File: src/rtl/btn_led_mmio_if.sv
// btn_led_mmio_if: picorv32 native memory bus slice seen by the button/LED block.
// The address decoder drives sel; mem_valid/mem_ready form the request/ack pair.
interface btn_led_mmio_if;
   logic        sel;
   logic        mem_valid;
   logic        mem_ready;
   logic [31:0] mem_addr;
   logic [31:0] mem_wdata;
   logic [3:0]  mem_wstrb;
   logic [31:0] mem_rdata;

   modport master (
      output sel,
      output mem_valid,
      output mem_addr,
      output mem_wdata,
      output mem_wstrb,
      input  mem_ready,
      input  mem_rdata
   );

   modport slave (
      input  sel,
      input  mem_valid,
      input  mem_addr,
      input  mem_wdata,
      input  mem_wstrb,
      output mem_ready,
      output mem_rdata
   );
endinterface

File: src/rtl/btn_led_mmio.sv
// btn_led_mmio: N-channel button/LED peripheral on the picorv32 native bus.
// Buttons go through a 2-flop synchroniser and a per-channel debouncer; stable
// edges latch sticky press/release events (write-1-to-clear) feeding a maskable
// level irq. LEDs come from a memory-mapped register.
// Optional macro BTN_LED_PWM_EN adds an 8-bit PWM duty register at 0x10 that
// dims all LEDs; without it 0x10 reads 0 and no PWM logic exists.
// Register map (mem_addr[4:2]): 0 LED, 1 BTN, 2 EVT, 3 IEN, 4 PWM, others read 0.
module btn_led_mmio #(
   parameter int               N_BTN           = 2,
   parameter int               N_LED           = 4,
   parameter int               DEBOUNCE_CYCLES = 500000,
   parameter logic [N_LED-1:0] LED_RESET       = '0
) (
   input  logic             clk,
   input  logic             resetn,
   input  logic [N_BTN-1:0] buttons_i,
   output logic [N_LED-1:0] led,
   output logic             irq,
   btn_led_mmio_if.slave    bus
);
   localparam int             CW       = $clog2(DEBOUNCE_CYCLES + 1);
   localparam int             NE       = 2 * N_BTN;
   localparam logic [CW-1:0]  CNT_LAST = CW'(DEBOUNCE_CYCLES - 1);

   logic [N_BTN-1:0] sync_a;
   logic [N_BTN-1:0] sync_b;
   logic [N_BTN-1:0] stable;
   logic [N_BTN-1:0] chg;
   logic [CW-1:0]    cnt [N_BTN];

   logic [N_LED-1:0] led_reg;
   logic [NE-1:0]    evt;
   logic [NE-1:0]    ien;
   logic [NE-1:0]    ev_set;
   logic [NE-1:0]    ev_clr;

   logic             txn;
   logic             wr;
   logic [2:0]       idx;
   logic [31:0]      bm;
   logic [31:0]      rd_mux;
   logic             unused_addr;

`ifdef BTN_LED_PWM_EN
   logic [7:0]       pwm_cnt;
   logic [7:0]       duty;
   logic [7:0]       duty_act;
   logic [N_LED-1:0] led_q;
`endif

   assign txn         = bus.mem_valid & bus.sel & ~bus.mem_ready;
   assign wr          = txn & (|bus.mem_wstrb);
   assign idx         = bus.mem_addr[4:2];
   assign bm          = {{8{bus.mem_wstrb[3]}}, {8{bus.mem_wstrb[2]}},
                         {8{bus.mem_wstrb[1]}}, {8{bus.mem_wstrb[0]}}};
   assign unused_addr = ^{bus.mem_addr[31:5], bus.mem_addr[1:0]};

   // two-flop metastability guard on the raw button levels
   always_ff @(posedge clk) begin
      if (!resetn) begin
         sync_a <= '0;
         sync_b <= '0;
      end else begin
         sync_a <= buttons_i;
         sync_b <= sync_a;
      end
   end

   // change pulse: synced level has differed from stable for the full window
   always_comb begin
      chg = '0;
      for (int i = 0; i < N_BTN; i++) begin
         chg[i] = (sync_b[i] != stable[i]) && (cnt[i] == CNT_LAST);
      end
   end

   // per-channel debounce counter, cleared whenever the input agrees with stable
   always_ff @(posedge clk) begin
      if (!resetn) begin
         stable <= '0;
         for (int i = 0; i < N_BTN; i++) cnt[i] <= '0;
      end else begin
         for (int i = 0; i < N_BTN; i++) begin
            if (sync_b[i] == stable[i]) begin
               cnt[i] <= '0;
            end else if (chg[i]) begin
               cnt[i]    <= '0;
               stable[i] <= sync_b[i];
            end else begin
               cnt[i] <= cnt[i] + CW'(1);
            end
         end
      end
   end

   // press events in the low half, release events in the high half
   assign ev_set = {chg & stable, chg & ~stable};
   assign ev_clr = (wr && idx == 3'd2) ? NE'(bus.mem_wdata & bm) : '0;

   // read data mux, zero-extended; unmapped offsets read 0
   always_comb begin
      rd_mux = '0;
      case (idx)
         3'd0: rd_mux[N_LED-1:0] = led_reg;
         3'd1: rd_mux[N_BTN-1:0] = stable;
         3'd2: rd_mux[NE-1:0]    = evt;
         3'd3: rd_mux[NE-1:0]    = ien;
`ifdef BTN_LED_PWM_EN
         3'd4: rd_mux[7:0]       = duty;
`endif
         default: ;
      endcase
   end

   // single-cycle acknowledge; rdata held at zero outside the ack cycle
   always_ff @(posedge clk) begin
      if (!resetn) begin
         bus.mem_ready <= 1'b0;
         bus.mem_rdata <= '0;
      end else begin
         bus.mem_ready <= txn;
         bus.mem_rdata <= txn ? rd_mux : '0;
      end
   end

   // LED / event / enable registers and registered irq; a new event beats a clear
   always_ff @(posedge clk) begin
      if (!resetn) begin
         led_reg <= LED_RESET;
         evt     <= '0;
         ien     <= '0;
         irq     <= 1'b0;
      end else begin
         irq <= |(evt & ien);
         evt <= (evt & ~ev_clr) | ev_set;
         if (wr && idx == 3'd0) begin
            led_reg <= (led_reg & ~N_LED'(bm)) | N_LED'(bus.mem_wdata & bm);
         end
         if (wr && idx == 3'd3) begin
            ien <= (ien & ~NE'(bm)) | NE'(bus.mem_wdata & bm);
         end
      end
   end

`ifdef BTN_LED_PWM_EN
   // free-running PWM; a new duty is adopted only at the 255->0 wrap
   always_ff @(posedge clk) begin
      if (!resetn) begin
         pwm_cnt  <= '0;
         duty     <= 8'hFF;
         duty_act <= 8'hFF;
         led_q    <= LED_RESET;
      end else begin
         pwm_cnt <= pwm_cnt + 8'd1;
         if (pwm_cnt == 8'hFF) duty_act <= duty;
         if (wr && idx == 3'd4) begin
            duty <= (duty & ~bm[7:0]) | (bus.mem_wdata[7:0] & bm[7:0]);
         end
         led_q <= led_reg & {N_LED{pwm_cnt < duty_act}};
      end
   end

   assign led = led_q;
`else
   assign led = led_reg;
`endif

endmodule
File: src/flat_wrapper.sv
// flat-port wrapper written by rule: the top's interface ports become plain ports
module btn_led_mmio_flat 
#(
   parameter int               N_BTN           = 2,
   parameter int               N_LED           = 4,
   parameter int               DEBOUNCE_CYCLES = 500000,
   parameter logic [N_LED-1:0] LED_RESET       = '0
)
  (clk, resetn, buttons_i, led, irq, bus_sel, bus_mem_valid, bus_mem_addr, bus_mem_wdata, bus_mem_wstrb, bus_mem_ready, bus_mem_rdata);
  btn_led_mmio_if bus_i ();
  input  logic clk;
  input  logic resetn;
  input  logic [N_BTN-1:0] buttons_i;
  output logic [N_LED-1:0] led;
  output logic irq;
  input wire logic [$bits(bus_i.sel)-1:0] bus_sel;
  input wire logic [$bits(bus_i.mem_valid)-1:0] bus_mem_valid;
  input wire logic [$bits(bus_i.mem_addr)-1:0] bus_mem_addr;
  input wire logic [$bits(bus_i.mem_wdata)-1:0] bus_mem_wdata;
  input wire logic [$bits(bus_i.mem_wstrb)-1:0] bus_mem_wstrb;
  output wire logic [$bits(bus_i.mem_ready)-1:0] bus_mem_ready;
  output wire logic [$bits(bus_i.mem_rdata)-1:0] bus_mem_rdata;
  assign bus_i.sel = bus_sel;
  assign bus_i.mem_valid = bus_mem_valid;
  assign bus_i.mem_addr = bus_mem_addr;
  assign bus_i.mem_wdata = bus_mem_wdata;
  assign bus_i.mem_wstrb = bus_mem_wstrb;
  assign bus_mem_ready = bus_i.mem_ready;
  assign bus_mem_rdata = bus_i.mem_rdata;
  btn_led_mmio #(.N_BTN(N_BTN), .N_LED(N_LED), .DEBOUNCE_CYCLES(DEBOUNCE_CYCLES), .LED_RESET(LED_RESET)) u_core (.clk(clk), .resetn(resetn), .buttons_i(buttons_i), .led(led), .irq(irq), .bus(bus_i));
endmodule
File: config.mk
export PLATFORM = sky130hd
export DESIGN_NAME = btn_led_mmio_flat
export DESIGN_NICKNAME = d
export VERILOG_FILES = /design/src/rtl/btn_led_mmio_if.sv /design/src/rtl/btn_led_mmio.sv /design/src/flat_wrapper.sv
export SDC_FILE = /design/constraint.sdc
export NUM_CORES = 1
export LEC_CHECK = 0
export BUFFER_PORTS_ARGS = -buffer_cell sky130_fd_sc_hd__buf_2
export CORE_MARGIN = 2
export CORE_UTILIZATION = 30
export CTS_BUF_LIST = sky130_fd_sc_hd__clkbuf_4 sky130_fd_sc_hd__clkbuf_8 sky130_fd_sc_hd__clkbuf_16
export CTS_CLUSTER_SIZE = 8
export DETAILED_ROUTE_END_ITERATION = 8
export GPL_TIMING_DRIVEN = 0
export MAX_ROUTING_LAYER = met4
export PLACE_DENSITY = 0.64
export SLEW_MARGIN = 20
export SYNTH_ARGS = -nofsm -noshare
export SYNTH_HDL_FRONTEND = slang
export SYNTH_SLANG_ARGS = --single-unit
File: constraint.sdc
create_clock -name clk -period 2 [get_ports clk]
set_input_delay 0.5 -clock clk [delete_from_list [all_inputs] [get_ports clk]]
set_output_delay 0.5 -clock clk [all_outputs]
set_load 0.01 [all_outputs]
==> results by group <==
Global route
  – Largest net degree at the start of global routing: 13
  – GR Layer Usage met2: 0.185
  – First-pass GRT wire length: 10300 µm
  – Initial antenna violation count: 0
  – Global route total overflow: 0
  – Total GRT Usage: 0.115
  – Global Route met1 Usage: 0.132
  – Vias in the first global route: 2365
  – Grt met3 use: 0.0281
  – Gr busiest metal: met2

Detailed routing
  – Via count: 2548
  – Avg WL per Cell: 11.3 µm
  – Routed WL: 6510 µm
  – Vias per std cell: 4.40
  – TritonRoute pass-1 iters: 4
  – Number of routed nets with antenna violations: 0
  – Starting DRT DRC Count: 187
  – DRC Markers: 0

Final layout
  – Multi-input gate area: 1720 µm²
  – Area delta synth->final: 27.3%
  – Most frequent cells in the layout: conb_1 (66), nor2_1 (50), buf_4 (41)
  – Layout cells sized above 1: 0.232
  – Final instance area: 4180 µm²
  – Antenna diodes: 0
  – # nets final: 510
  – Fillers: 1076
  – Register area: 1620 µm²
  – Leading cell type in the layout, fill and taps excluded: conb_1

Clock network
  – CTS Buf Count: 9
  – Clk_lat worst skew: 0.34 ns
  – # clock sinks: 62
  – Reg clk slew, reported paths: 0.07 ns
  – Max Root-Sink Buffers: 2
  – Root buf cell: clkbuf_8
  – Htree depth: 3
  – CTS tree: built

STA
  – Clk_skew: 0.0101 ns
  – Min Clock Period, post-route: 1.92 ns
  – Setup TNS Final: 0 ns
  – Fin crit share: 0.961
  – Final hold vios: 0
  – Max Transition Viols Final: 0
  – Max Clk Rate: 520 MHz
  – Least-Margin Pin Slew: 0.703 ns
  – Final Setup Violations: 0
  – Slew HR: 0.525

Floorplan
  – DIE AREA: 11800 µm²
  – Starting Density: 0.306
  – Row count: 38
  – Top Ports: 112
  – Die H: 109 µm
  – Core region area: 10700 µm²
  – Die W: 109 µm

Power
  – Sw frac: 0.254
  – Sequential share of power: 0.533
  – Sw Pwr: 686 µW
  – Comb power frac: 0.075
  – Pwr per Cell Area: 646 nW/µm²
  – VDD IR-drop max: 366 µV
  – Pint: 2.02 mW
  – Clock network power share: 0.393
  – Pleak: 1.64 nW
  – Final Total Pwr: 2.70 mW

Yosys
  – Area share of the largest cell type after synthesis: 0.347
  – Syn. warnings: 0
  – Seq/Total Area, Yosys: 0.494
  – Avg Cell Area, Syn: 10.1 µm²
  – Post-synth cell types: 45
  – Dominant cell type by area after synthesis: edfxtp_1
  – Number of synthesized register bits: 62
  – Synth area leaders: edfxtp_1 (35%), dfxtp_1 (15%), buf_4 (6.4%)
  – Area of the mapped netlist: 3290 µm²
  – Synth Instances: 326

Worst setup path
  – Startpoint Class: flip-flop
  – Critical Path, Cell by Cell: buf_4, nand4_1, or4_1, o21ai_0, a21oi_1
  – Worst Setup Path Type: reg2reg
  – Setup crit end kind: flip-flop
  – Reg2Reg Setup Slack: 0.08 ns
  – Worst path bufs/invs: 1
  – Largest delay share family, worst path: simple AND/OR/NAND/NOR gates
  – Cell with the largest stage delay on the worst path: or4_1
  – Critical path launch point: u_core.cnt[1][0]
  – CP Max Fanout: 5
  – Required time worst endpoint: 2.10 ns
  – Critical Path AT: 2.02 ns
  – RR Startpoint: u_core.cnt[1][0]
  – Max incr delay on CP: 0.60 ns

Place
  – Port bufs: 20
  – Placed Area: 3800 µm²
  – Post-DP HPWL: 4620 µm
  – RD Place Congestion: 0.821

Flow run
  – Maxcap violations: 0

Min path
  – Min-Delay Path Class: in2reg
  – HP Start: buttons_i[0]

Run status
  – Status: completed
[worst reg2reg max path, stage by stage, from the launching register on]
cell and delay (ns):
edfxtp_1 0.42, buf_4 0.16, nand4_1 0.24, or4_1 0.60
o21ai_0 0.19, a21oi_1 0.08
[through the flow]
stage	std cells	hold slack (ns)	utilization	setup WS, ns
finish	579	0.405	0.389	0.0773
global route	579	0.402	0.389	-0.00192
CTS	573	0.385	0.380	0.0143
detailed placement	550	0.418	0.354	-0.519
global placement	550	0.417	0.354	-0.492
floorplan	390	0.412	-	0.0292
[worst paths after layout]
check	cells past startpoint	to
worst max-delay path	5	u_core.cnt[1][17]
worst min-delay path	2	u_core.sync_a[0]
worst max register to register	5	u_core.cnt[1][17]
worst min register to register	1	u_core.sync_b[1]
[cell type report]
class                      count  share of cell area
multi-input combinational    284               0.412
sequential                    62               0.388
buffer                        36              0.0586
timing repair buffer          33              0.0473
tap                          140              0.0419
clock buffer                  10              0.0356
clock inverter                 6              0.0102
inverter                       8             0.00718
[power groups by stage]
| stage | registers (mW) | logic, mW | clock network (mW) |
|---|---|---|---|
| final | 1.44 | 0.203 | 1.06 |
| after detailed placement | 1.47 | 0.180 | 0 |
| after floorplan | 1.46 | 0.149 | 0 |
| after global placement | 1.46 | 0.178 | 0 |
| after global routing | 1.45 | 0.229 | 1.13 |
| after CTS | 1.44 | 0.189 | 1.09 |
[synth_stat cells, drive strengths merged]
master / count
or3: 3
nand4: 11
nor4b: 4
nor3b: 1
mux2: 2
nor3: 9
edfxtp: 38
xor2: 8
buf: 28
conb: 2
and3b: 1
o21a: 1
ha: 2
nand2b: 1
or2: 2
a22oi: 4
nor4: 9
xnor2: 20
nor2b: 6
and3: 1
or4: 4
a21oi: 10
inv: 8
o221ai: 2
nand3: 13
and2: 6
mux4: 2
nand2: 22
nor4bb: 1
dfxtp: 24
clkbuf: 8
nor2: 50
nand3b: 2
nand4b: 1
o21ai: 4
mux2i: 10
a31o: 4
o31ai: 1
and4: 1
[per-layer routing]
metal	wire length, µm	vias to the layer above
met3	303	13
li1	-	1285
met1	2960	1184
met2	3120	66
met4	127	0
met5	0	-
[cells by family after synthesis]
| group | count (synthesis) | synth area share |
|---|---|---|
| XOR/XNOR | 28 | 0.0746 |
| other | 2 | 0.00229 |
| AO/OA/AOI/OAI | 26 | 0.0529 |
| AND/OR/NAND/NOR | 148 | 0.236 |
| flip-flops | 62 | 0.494 |
| multiplexers | 14 | 0.0510 |
| adder cells (fa/ha/maj) | 2 | 0.00761 |
| buffers and inverters | 44 | 0.0823 |
[what timing repair did]
action                                  CTS  global route
gates resized for setup                   7            10
setup buffers                             7             6
hold buffers                              0             0
pin swaps                                 3             3
endpoints found under the setup margin   29            37
(Power assumes the default switching activity.)
